## config.mk

```make
export PLATFORM = sky130hd
export DESIGN_NAME = uart_rx_ctrl
export DESIGN_NICKNAME = d
export VERILOG_FILES = /design/src/rtl/uart_rx_ctrl.sv
export SDC_FILE = /design/constraint.sdc
export NUM_CORES = 1
export LEC_CHECK = 0
export CAP_MARGIN = 20
export CORE_UTILIZATION = 45
export CTS_CLUSTER_SIZE = 10
export DETAILED_ROUTE_END_ITERATION = 10
export GPL_TIMING_DRIVEN = 0
export HOLD_SLACK_MARGIN = 0.06
export PLACE_DENSITY = 0.75
export RECOVER_POWER = 100
export SLEW_MARGIN = 20
export SYNTH_ARGS = -nofsm -noshare
export SYNTH_HDL_FRONTEND = slang
export SYNTH_SLANG_ARGS = --single-unit
export TNS_END_PERCENT = 100
```

## constraint.sdc

```tcl
create_clock -name CLK -period 2.73 [get_ports CLK]
set_input_delay 0.273 -clock CLK [delete_from_list [all_inputs] [get_ports CLK]]
set_output_delay 0.273 -clock CLK [all_outputs]
set_load 0.01 [all_outputs]
```

## src/rtl/uart_rx_ctrl.sv

```systemverilog
// UART receive frame controller: start detect, bit timing, LSB-first deserialise, parity/stop check.
// data_valid rises 1 + P*(2+DATA_WIDTH+PAR_EN) cycles after IDLE sees RX_IN low; no backpressure.
module uart_rx_ctrl #(
  parameter int DATA_WIDTH = 8,
  parameter int PRESC_W    = 6,
  parameter int EDGE_W     = 5
) (
  input  logic                  CLK,
  input  logic                  RST,
  input  logic                  RX_IN,
  input  logic [PRESC_W-1:0]    Prescale,
  input  logic                  PAR_EN,
  input  logic                  PAR_TYP,
  input  logic                  sampled_bit,
  output logic                  dat_samp_en,
  output logic [EDGE_W-1:0]     edge_count,
  output logic [3:0]            bit_count,
  output logic                  busy,
  output logic [DATA_WIDTH-1:0] P_DATA,
  output logic                  data_valid,
  output logic                  par_err,
  output logic                  stp_err
);

  typedef enum logic [2:0] {
    S_IDLE,
    S_START,
    S_DATA,
    S_PARITY,
    S_STOP
  } state_e;

  localparam logic [3:0] LAST_BIT = 4'(DATA_WIDTH - 1);

  state_e                  state_q;
  logic [EDGE_W-1:0]       edge_q;
  logic [3:0]              bit_q;
  logic [PRESC_W-1:0]      presc_q;
  logic                    par_en_q;
  logic                    par_typ_q;
  logic [DATA_WIDTH-1:0]   shreg_q;
  logic                    par_acc_q;
  logic                    par_flag_q;
  logic [DATA_WIDTH-1:0]   p_data_q;
  logic                    samp_en_q;
  logic                    busy_q;
  logic                    data_valid_q;
  logic                    par_err_q;
  logic                    stp_err_q;

  logic                    presc_legal;
  logic [EDGE_W-1:0]       edge_last;
  logic                    bit_end;
  logic                    par_exp;

  assign presc_legal = (Prescale == PRESC_W'(4))  || (Prescale == PRESC_W'(8)) ||
                       (Prescale == PRESC_W'(16)) || (Prescale == PRESC_W'(32));
  // Truncation maps a latched 32 to 31 in the EDGE_W-bit counter domain.
  assign edge_last   = EDGE_W'(presc_q - PRESC_W'(1));
  assign bit_end     = (edge_q == edge_last);
  assign par_exp     = par_typ_q ? ~par_acc_q : par_acc_q;

  always_ff @(posedge CLK or negedge RST) begin
    if (!RST) begin
      state_q      <= S_IDLE;
      edge_q       <= '0;
      bit_q        <= '0;
      presc_q      <= '0;
      par_en_q     <= 1'b0;
      par_typ_q    <= 1'b0;
      shreg_q      <= '0;
      par_acc_q    <= 1'b0;
      par_flag_q   <= 1'b0;
      p_data_q     <= '0;
      samp_en_q    <= 1'b0;
      busy_q       <= 1'b0;
      data_valid_q <= 1'b0;
      par_err_q    <= 1'b0;
      stp_err_q    <= 1'b0;
    end else begin
      data_valid_q <= 1'b0;
      par_err_q    <= 1'b0;
      stp_err_q    <= 1'b0;
      if (state_q == S_IDLE) begin
        edge_q <= '0;
        bit_q  <= '0;
        if (!RX_IN && presc_legal) begin
          state_q    <= S_START;
          presc_q    <= Prescale;
          par_en_q   <= PAR_EN;
          par_typ_q  <= PAR_TYP;
          shreg_q    <= '0;
          par_acc_q  <= 1'b0;
          par_flag_q <= 1'b0;
          samp_en_q  <= 1'b1;
          busy_q     <= 1'b1;
        end
      end else begin
        edge_q <= bit_end ? '0 : edge_q + 1'b1;
        if (bit_end) begin
          case (state_q)
            S_START: begin
              if (!sampled_bit) begin
                state_q <= S_DATA;
                bit_q   <= '0;
              end else begin
                state_q   <= S_IDLE;
                bit_q     <= '0;
                samp_en_q <= 1'b0;
                busy_q    <= 1'b0;
              end
            end
            S_DATA: begin
              shreg_q   <= {sampled_bit, shreg_q[DATA_WIDTH-1:1]};
              par_acc_q <= par_acc_q ^ sampled_bit;
              if (bit_q == LAST_BIT) begin
                state_q <= par_en_q ? S_PARITY : S_STOP;
              end else begin
                bit_q <= bit_q + 4'd1;
              end
            end
            S_PARITY: begin
              par_flag_q <= (sampled_bit != par_exp);
              state_q    <= S_STOP;
            end
            S_STOP: begin
              if (!par_flag_q && sampled_bit) begin
                data_valid_q <= 1'b1;
                p_data_q     <= shreg_q;
              end else begin
                par_err_q <= par_flag_q;
                stp_err_q <= ~sampled_bit;
              end
              bit_q <= '0;
              // A low line at the stop bit end is the next frame's start bit.
              if (!RX_IN) begin
                state_q    <= S_START;
                shreg_q    <= '0;
                par_acc_q  <= 1'b0;
                par_flag_q <= 1'b0;
              end else begin
                state_q   <= S_IDLE;
                samp_en_q <= 1'b0;
                busy_q    <= 1'b0;
              end
            end
            default: state_q <= S_IDLE;
          endcase
        end
      end
    end
  end

  assign dat_samp_en = samp_en_q;
  assign edge_count  = edge_q;
  assign bit_count   = bit_q;
  assign busy        = busy_q;
  assign P_DATA      = p_data_q;
  assign data_valid  = data_valid_q;
  assign par_err     = par_err_q;
  assign stp_err     = stp_err_q;

endmodule

```

=== Word level (Yosys, flattened, before mapping) ===
Cells that the tools add are included.

* Flip-flop bits (word level): 41
* Input port bits: 12
* Output and inout bits: 22
* Word-level logic and storage cells: 105

* Add/sub/neg operators: 3
* Eq/ne operators: 17
* Multiplexer cells: 46
* Bitwise gates (word level): 4
* Reductions and logical operators: 21

{| class="wikitable"
|+ Operators with widths
! kind !! number
|-
| 8-bit 2-to-1 mux || 4
|-
| 1-bit 2-to-1 mux || 25
|-
| 8-bit case mux with 2 select lines || 1
|-
| 3-bit 2-to-1 mux || 5
|-
| 3-bit != test (second input constant) || 5
|-
| 4-bit 2-to-1 mux || 3
|-
| 3-bit case mux with 4 select lines || 1
|-
| 4-bit AND reduction || 3
|-
| 3-bit nonzero test || 4
|-
| 5-bit 2-to-1 mux || 2
|-
| 4-bit case mux with 2 select lines || 1
|-
| 3-bit by 2-bit == test with 1-bit output (second input constant) || 2
|-
| 6-bit by 3-bit == test with 1-bit output (second input constant) || 1
|-
| 6-bit by 4-bit == test with 1-bit output (second input constant) || 1
|-
| 6-bit by 5-bit == test with 1-bit output (second input constant) || 1
|-
| 6-bit == test (second input constant) || 1
|-
| 1-bit case mux with 2 select lines || 3
|-
| 3-bit AND reduction || 2
|-
| 5-bit by 1-bit adder with 5-bit output (second input constant) || 1
|-
| 5-bit == test || 1
|-
| 5-bit AND reduction || 1
|-
| 5-bit by 1-bit subtractor with 5-bit output (second input constant) || 1
|-
| 4-bit by 1-bit adder with 4-bit output (second input constant) || 1
|-
| 4-bit by 3-bit == test with 1-bit output (second input constant) || 1
|-
| other kinds (14) || 20
|}

=== Logic depth before layout (Yosys ltp) ===
Gate-level depths: netlist of run 1.

* Word-level depth: 7
* Gate-level depth with buffers: 8
* Gate-level depth less buffers: 7

=== Worst setup path after synthesis of run 1 ===
OpenSTA, ideal clock, no wires.

* Path type: reg-to-reg
* Start point: register presc_q[0]
* End point: register par_acc_q
* Setup time: 0.131 ns
* Data arrival time: 1.859 ns
* Required time: 2.599 ns
* Slack: 0.740 ns
* Cell stages (with the launch flop): 9
* Buffers on the path: 1
* Clock period less this slack: 1.990 ns
* Cells stage by stage: dfrtp_1 -> inv_1 -> ha_1 -> xnor2_1 -> a211oi_2 -> o311a_4 -> buf_6 -> a211oi_2 -> or3_1

* Cells in the longest elaborated chain, start to end: 4

{| class="wikitable"
|+ RTL lines
! what !! line !! RTL
|-
| from (decl) || 38 || <nowiki>logic [PRESC_W-1:0] presc_q;</nowiki>
|-
| from (signal assigned) || 89 || <nowiki>presc_q <= Prescale;</nowiki>
|-
| 5-bit by 1-bit subtractor with 5-bit output || 59 || <nowiki>assign edge_last = EDGE_W'(presc_q - PRESC_W'(1));</nowiki>
|-
| 5-bit == test || 60 || <nowiki>assign bit_end = (edge_q == edge_last);</nowiki>
|-
| 2-bit nonzero test (no source line) || - ||
|-
| 4-bit AND reduction (no source line) || - ||
|-
| to (signal assigned) || 115 || <nowiki>par_acc_q <= par_acc_q ^ sampled_bit;</nowiki>
|-
| to (decl) || 42 || <nowiki>logic par_acc_q;</nowiki>
|}

No other way between the ends.
A chain may end at the register's enable or synchronous reset.

=== Worst setup path after layout of run 1 ===
* Start point: register presc_q[0]
* End point: register bit_q[1] (netlist: bit_count[1])

* Cells in the longest elaborated chain, start to end: 4

{| class="wikitable"
|+ RTL lines
! what !! line !! RTL
|-
| 5-bit by 1-bit subtractor with 5-bit output || 59 ||
|-
| 5-bit == test || 60 ||
|-
| 2-bit nonzero test (no source line) || - ||
|-
| 3-bit AND reduction (no source line) || - ||
|-
| to (signal assigned) || 119 || <nowiki>bit_q <= bit_q + 4'd1;</nowiki>
|-
| to (decl) || 37 || <nowiki>logic [3:0] bit_q;</nowiki>
|}

No other way between the ends.

==> results of run 1 <==
cell usage in the layout (no fill, tap or decap), types with 6 or more instances in the layout:
cell type        synthesis  layout
a21oi_1                  6       6
dfrtp_1                 41      41
o21ai_0                 10      10
nor3_1                   6       6
dlygate4sd3_1            0      23
inv_1                    9       9
nand2_1                  7       8
a22o_1                  10      10
clkdlybuf4s50_1          0       9
nor2_1                  14      14
xnor2_1                  7       7
mux2_2                  12      12
path summary, 6_finish.rpt:
path | from | endpoint | slack [ns] | cells past startpoint
min in group asynchronous | RST | data_valid | 0.75 | 2
setup reg to reg | presc_q[0] | bit_count[1] | 0.35 | 7
hold reg to reg | P_DATA[7] | P_DATA[7] | 0.50 | 1
setup / recovery | presc_q[0] | bit_count[1] | 0.35 | 7
max in group asynchronous | RST | presc_q[4] | 1.26 | 2
hold / removal | sampled_bit | stp_err | 0.36 | 2
power by group through the flow:
stage | combinational [mW] | clock [mW] | sequential [mW]
floorplan | 0.641 | 0 | 0.829
global placement | 0.866 | 0 | 0.838
detailed placement | 0.885 | 0 | 0.837
CTS | 0.889 | 0.601 | 0.825
global route | 0.935 | 0.631 | 0.844
finish | 0.839 | 0.586 | 0.825
through the flow:
stage | cell area [um2] | setup WS, ns | hold slack, ns | util (%) | power, mW
final | 2580 | 0.345 | 0.356 | 59.3 | 2.25
after global routing | 2580 | 0.175 | 0.386 | 59.3 | 2.41
after CTS | 2600 | 0.459 | 0.347 | 59.8 | 2.31
after detailed placement | 2450 | 0.323 | 0.280 | 56.4 | 1.72
after global placement | 2430 | 0.334 | 0.486 | 55.9 | 1.70
after floorplan | 2050 | 0.740 | -0.0226 | - | 1.47
cells by family after synthesis:
logic type	share of synthesized area, %
and+or+nand+nor	14.2
AOI/OAI and AO/OA	18.3
DFF	50.1
buffers and inverters	3.73
xor gates and xnor gates	5.13
muxes	6.60
adders and majority gates	1.83
worst max-delay path: stages, from the launching register on:
cell and delay (ns):
dfrtp_1 0.41, inv_1 0.09, ha_1 0.22, nand2b_1 0.14, a21boi_2 0.08, o311ai_2 0.64, nand2_1 0.35, a32o_1 0.33
routing by layer:
layer  global-route usage [%]  part of all wire (%)  up-vias  wire length [um]
met3                     4.36                   3.3        5               123
li1                         -                     -      736                 -
met2                     25.4                    47       29              1770
met4                     5.90                  0.95        0                36
met1                     26.2                    49      745              1850
met5                        0                     0        -                 0
registers in the layout (all words and copies together), names as in the netlist:
signal and count:
shreg_q 8, state_q 3, par_en_q 1, par_acc_q 1
busy 1, par_err 1, P_DATA 8, edge_count 5
bit_count 4, data_valid 1, presc_q 5, par_typ_q 1
stp_err 1, par_flag_q 1
cell type report:
type / instances / area [um2]
plain buffers: 7 / 41.3
clock buffers: 5 / 68.8
clock inverters: 3 / 68.8
fillers: 367 / 1770
inverters: 9 / 33.8
multi-input cells: 123 / 925
flip-flops and latches: 41 / 1030
well taps: 52 / 65.1
repair buffers: 34 / 352
synthesized netlist by cell type (2+ instances only):
cell and number:
a211oi_2 2, a21oi_1 6, a22o_1 10, and3_1 2, buf_4 2, clkbuf_1 2, dfrtp_1 41, ha_1 3
inv_1 9, mux2_2 12, nand2_1 7, nand3_1 4, nand3b_1 2, nor2_1 14, nor2b_1 4, nor3_1 6
o21ai_0 10, or3_1 3, xnor2_1 7, xor2_1 5
==> results.md, run 1 <==
- Fin cells: 274
- Nets: 236
- Die Y-Extent: 69.4 um
- Run status: finished, final reports clean
- Asr flop ratio synth: 100%
- Clk buf depth: 2
- Clock Power Share: 26.1%
- Syn nets: 195
- Routed wire length per instance: 13.8 um
- EDFF count, synth: 0
- Share of cells above drive strength 1: 14.4%
- Crit end category: register
- Sequential power share: 36.7%
- Synth top area share: 50.1%
- Area growth syn-to-layout: 26.0%
- Leakage Power: 1.21 nW
- Sequential area share after synthesis: 50.1%
- Pre-antenna DRT Iters: 4
- Total CTS buffers: 5
- Pins Over Slew Limit: 0
- Post-CTS Setup Inserts: 0
- Switching pwr: 791 uW
- Core area: 4350 um2
- First-pass GRT wire length: 6750 um
- Setup Viol. Count Final: 0
- Seq cells post-synth: 41
- Cells after Synth: 180
- Avg Cell Area, Syn: 11.4 um2
- Combinational share of power: 37.3%
- Unrepaired setup endpoints after global routing: no
- Worst VDD drop: 0.536 mV
- Die area: 4820 um2
- F_max: 0.419 GHz
- Final wirelength: 3780 um
- Overall Global Routing Usage: 17.7%
- H-tree lvl count: 2
- Number of placed cells counting well taps: 265
- Slew HR: 19.0%
- Clock Skew: 0.00593 ns
- Routed Antenna Nets: 0
- Chip Width: 69.4 um
- Final Hold Viols: 0
- Setup TNS: 0 ns
- Initial Utilization: 47.0%
- Maxcap violations: 0
- RD Place Congestion: 0.800
- Row cnt: 24
- Clk Latency, worst-skew pair: 0.29 ns
- Pint: 1.46 mW
- Final period util: 87.3%
- Starting DRT DRC Count: 74
- Fin crit period: 2.38 ns
- CP required: 2.91 ns
- Buffers on Ports: 32
- Io pins: 34
- Cts repair resizes: 0
- Vias in the first global route: 1439
- Worst Tran Pin Value: 1.21 ns
- CP Max Fanout: 8
- Clock Pin Slew Worst Setup and Hold Paths: 0.08 ns
- CTS Hold Bufs: 1
- Hold Crit Class: in2reg
- Net Sw Frac: 35.1%
- Post-synth top area cell: dfrtp_1
- Startpoint Class: register
- TritonCTS Sinks: 41
- # DRC: 0
- Unique masters post-synth: 49
- Largest net degree at the start of global routing: 22
- CTS tree: done
- Ant. Diodes: 0
- Root Buffer Master: clkbuf_8
- Synth Warn #: 0
- Grt ovf: 0
- Synthesized cell area: 2050 um2
- Vias per cell: 5.53
- Most used DFF post-synth: dfrtp_1
- DP HPWL: 2780 um
- Vias: 1515
- Antenna violations before repair: 0
- Power density over cell area: 872 nW/um2
- Dominant cells by area after synthesis: dfrtp_1 (50%), mux2_2 (6.6%), a22o_1 (4.3%)
- Crit path arrival time: 2.57 ns
- CP Class: reg2reg
Note: power is estimated with default switching activity, not from simulation.
==> run 2, diff against run 1 <==
--- a/config.mk
+++ b/config.mk
@@ -6,6 +6,7 @@
 export NUM_CORES = 1
 export LEC_CHECK = 0
 export CAP_MARGIN = 20
+export CORE_MARGIN = 10
 export CORE_UTILIZATION = 45
 export CTS_CLUSTER_SIZE = 10
 export DETAILED_ROUTE_END_ITERATION = 10
==> results.md, run 2 (synthesis results as in run 1) <==
- Clock Skew: 0.00891 ns (+0.00298 ns)
- CP cell instances: inv_1 > ha_1 > nand2b_1 > a21boi_2 > o311ai_2 > nand2_1 > a32o_1
- Antenna violations before repair: 0 (unchanged)
- Pins Over Slew Limit: 0 (unchanged)
- Starting DRT DRC Count: 75 (+1.4%)
- Startpoint Class: register
- Ant. Diodes: 0 (unchanged)
- Unrepaired setup endpoints after global routing: no
- Clk buf depth: 2 (unchanged)
- Pre-antenna DRT Iters: 4 (unchanged)
- CP Max Fanout: 8 (unchanged)
- # DRC: 0 (unchanged)
- Worst Tran Pin Value: 1.13 ns (-0.0835 ns)
- Power density over cell area: 824 nW/um2 (-5.5%)
- Vias in the first global route: 1510 (+4.9%)
- Cts repair resizes: 0 (unchanged)
- Share of cells above drive strength 1: 14.4% (unchanged)
- Leakage Power: 1.19 nW (-1.4%)
- Maxcap violations: 0 (unchanged)
- Slew HR: 24.6% (+5.6 points)
- Buffers on Ports: 32 (unchanged)
- Most frequent cells in the layout: dfrtp_1 (41), dlygate4sd3_1 (23), nor2_1 (14), mux2_2 (12)
- Setup TNS: 0 ns (unchanged)
- First-pass GRT wire length: 7650 um (+13%)
- Fin crit period: 2.36 ns (-0.0203 ns)
- Largest net degree at the start of global routing: 24 (+9.1%)
- Chip Width: 87.4 um (+26%)
- Die Y-Extent: 87.4 um (+26%)
- Run status: finished, final reports clean
- CTS tree: done
- Clk Latency, worst-skew pair: 0.30 ns (about the same)
- Crit end category: register
- Final period util: 86.6% (-0.74 points)
- Crit path arrival time: 2.55 ns (-0.02 ns)
- RD Place Congestion: 0.812 (+1.5%)
- Register cell area after layout: 1030 um2 (unchanged)
- DP HPWL: 3290 um (+19%)
- F_max: 0.423 GHz (+0.86%)
- Hold Crit Class: in2reg
- CTS Hold Bufs: 1 (unchanged)
- Fillers: 382 (+4.1%)
- Routed Antenna Nets: 0 (unchanged)
- Footprint of the multi-input gates: 916 um2 (-0.95%)
- Row cnt: 24 (unchanged)
- Finished layout cell area: 2530 um2 (-1.9%)
- Vias: 1485 (-2.0%)
- Routed wire length per instance: 16.0 um (+16%)
- Worst VDD drop: 0.471 mV (-12%)
- TritonCTS Sinks: 41 (unchanged)
- Vias per cell: 5.42 (-2.0%)
- Root Buffer Master: clkbuf_8
- Setup Viol. Count Final: 0 (unchanged)
- Final Hold Viols: 0 (unchanged)
- CP Class: reg2reg
- CP required: 2.91 ns (about the same)
- Slowest-stage cell, CP: o311ai_2
- Area growth syn-to-layout: 23.6%
- Final wirelength: 4380 um (+16%)
- Io pins: 34 (unchanged)
- Placed Area: 2450 um2 (unchanged)
- Clock Pin Slew Worst Setup and Hold Paths: 0.08 ns (about the same)
- Most common cell after layout, fill and taps aside: dfrtp_1
- Die area: 7650 um2 (+59%)
- Total CTS buffers: 5 (unchanged)
- Post-CTS Setup Inserts: 0 (unchanged)
- Core area: 4380 um2 (+0.69%)
- Crit-path max cell delay: 0.64 ns (about the same)
- Initial Utilization: 46.7% (-0.32 points)
- Grt ovf: 0 (unchanged)
- H-tree lvl count: 2 (unchanged)
- Overall Global Routing Usage: 12.6% (-5.1 points)
- Nets: 236 (unchanged)
[run 2: cell types whose count changed in the layout (fill, tap and decap cells not counted)]
cell / previous run / this run
bufinv_16: 2 / 0
clkinv_2: 0 / 1
inv_6: 1 / 0
nand4_4: 1 / 0
clkbuf_8: 5 / 6
nand4_2: 0 / 1
clkinv_4: 0 / 1
[run 2: power breakdown]
part           internal [mW]  switching (mW)
registers              0.718           0.106
clock network          0.205           0.211
logic                  0.374           0.471
total                   1.30           0.788
[run 2: path summary, 6_finish.rpt]
kind                        startpoint      endpoint  slack [ns]  depth (start not counted)
setup / recovery            presc_q[0]  bit_count[1]        0.37                          7
hold / removal             sampled_bit       stp_err        0.35                          2
setup reg to reg            presc_q[0]  bit_count[1]        0.37                          7
hold reg to reg              P_DATA[0]     P_DATA[0]        0.50                          1
max in group asynchronous          RST  bit_count[1]        1.33                          2
min in group asynchronous          RST     P_DATA[5]        0.72                          2
[run 2: stage by stage]
step	power (mW)	setup slack (ns)	instances	utilization (%)	hold slack, ns
floorplan	1.47	0.740	180	-	-0.0226
global placement	1.71	0.363	264	55.5	0.486
detailed placement	1.74	0.334	265	56.0	0.259
CTS	2.16	0.463	274	58.4	0.353
global route	2.26	0.195	274	57.7	0.382
finish	2.09	0.366	274	57.7	0.350
[run 2: layer usage]
layer / part of all wire (%) / track usage, % / vias to the layer above
met5: 0 / 0 / -
met4: 1.6 / 5.07 / 0
met3: 6.1 / 4.87 / 6
met2: 46 / 18.7 / 33
met1: 46 / 16.0 / 711
li1: - / - / 735
[run 2: final cells by class]
cell class / instances / share of cell area (%)
Tap cell: 52 / 2.57
Buffer: 7 / 1.63
Sequential cell: 41 / 40.6
Clock buffer: 6 / 3.26
Multi-Input combinational cell: 123 / 36.2
Inverter: 9 / 1.34
Clock inverter: 2 / 0.544
Timing Repair Buffer: 34 / 13.9
[run 2: critical path, delay by kind of cell, from the launching register on]
family,cells,cell delay (ns)
and+or+nand+nor,2,0.49
AOI/OAI and AO/OA,3,1.05
adders and majority gates,1,0.23
DFF,1,0.40
buffers and inverters,1,0.09
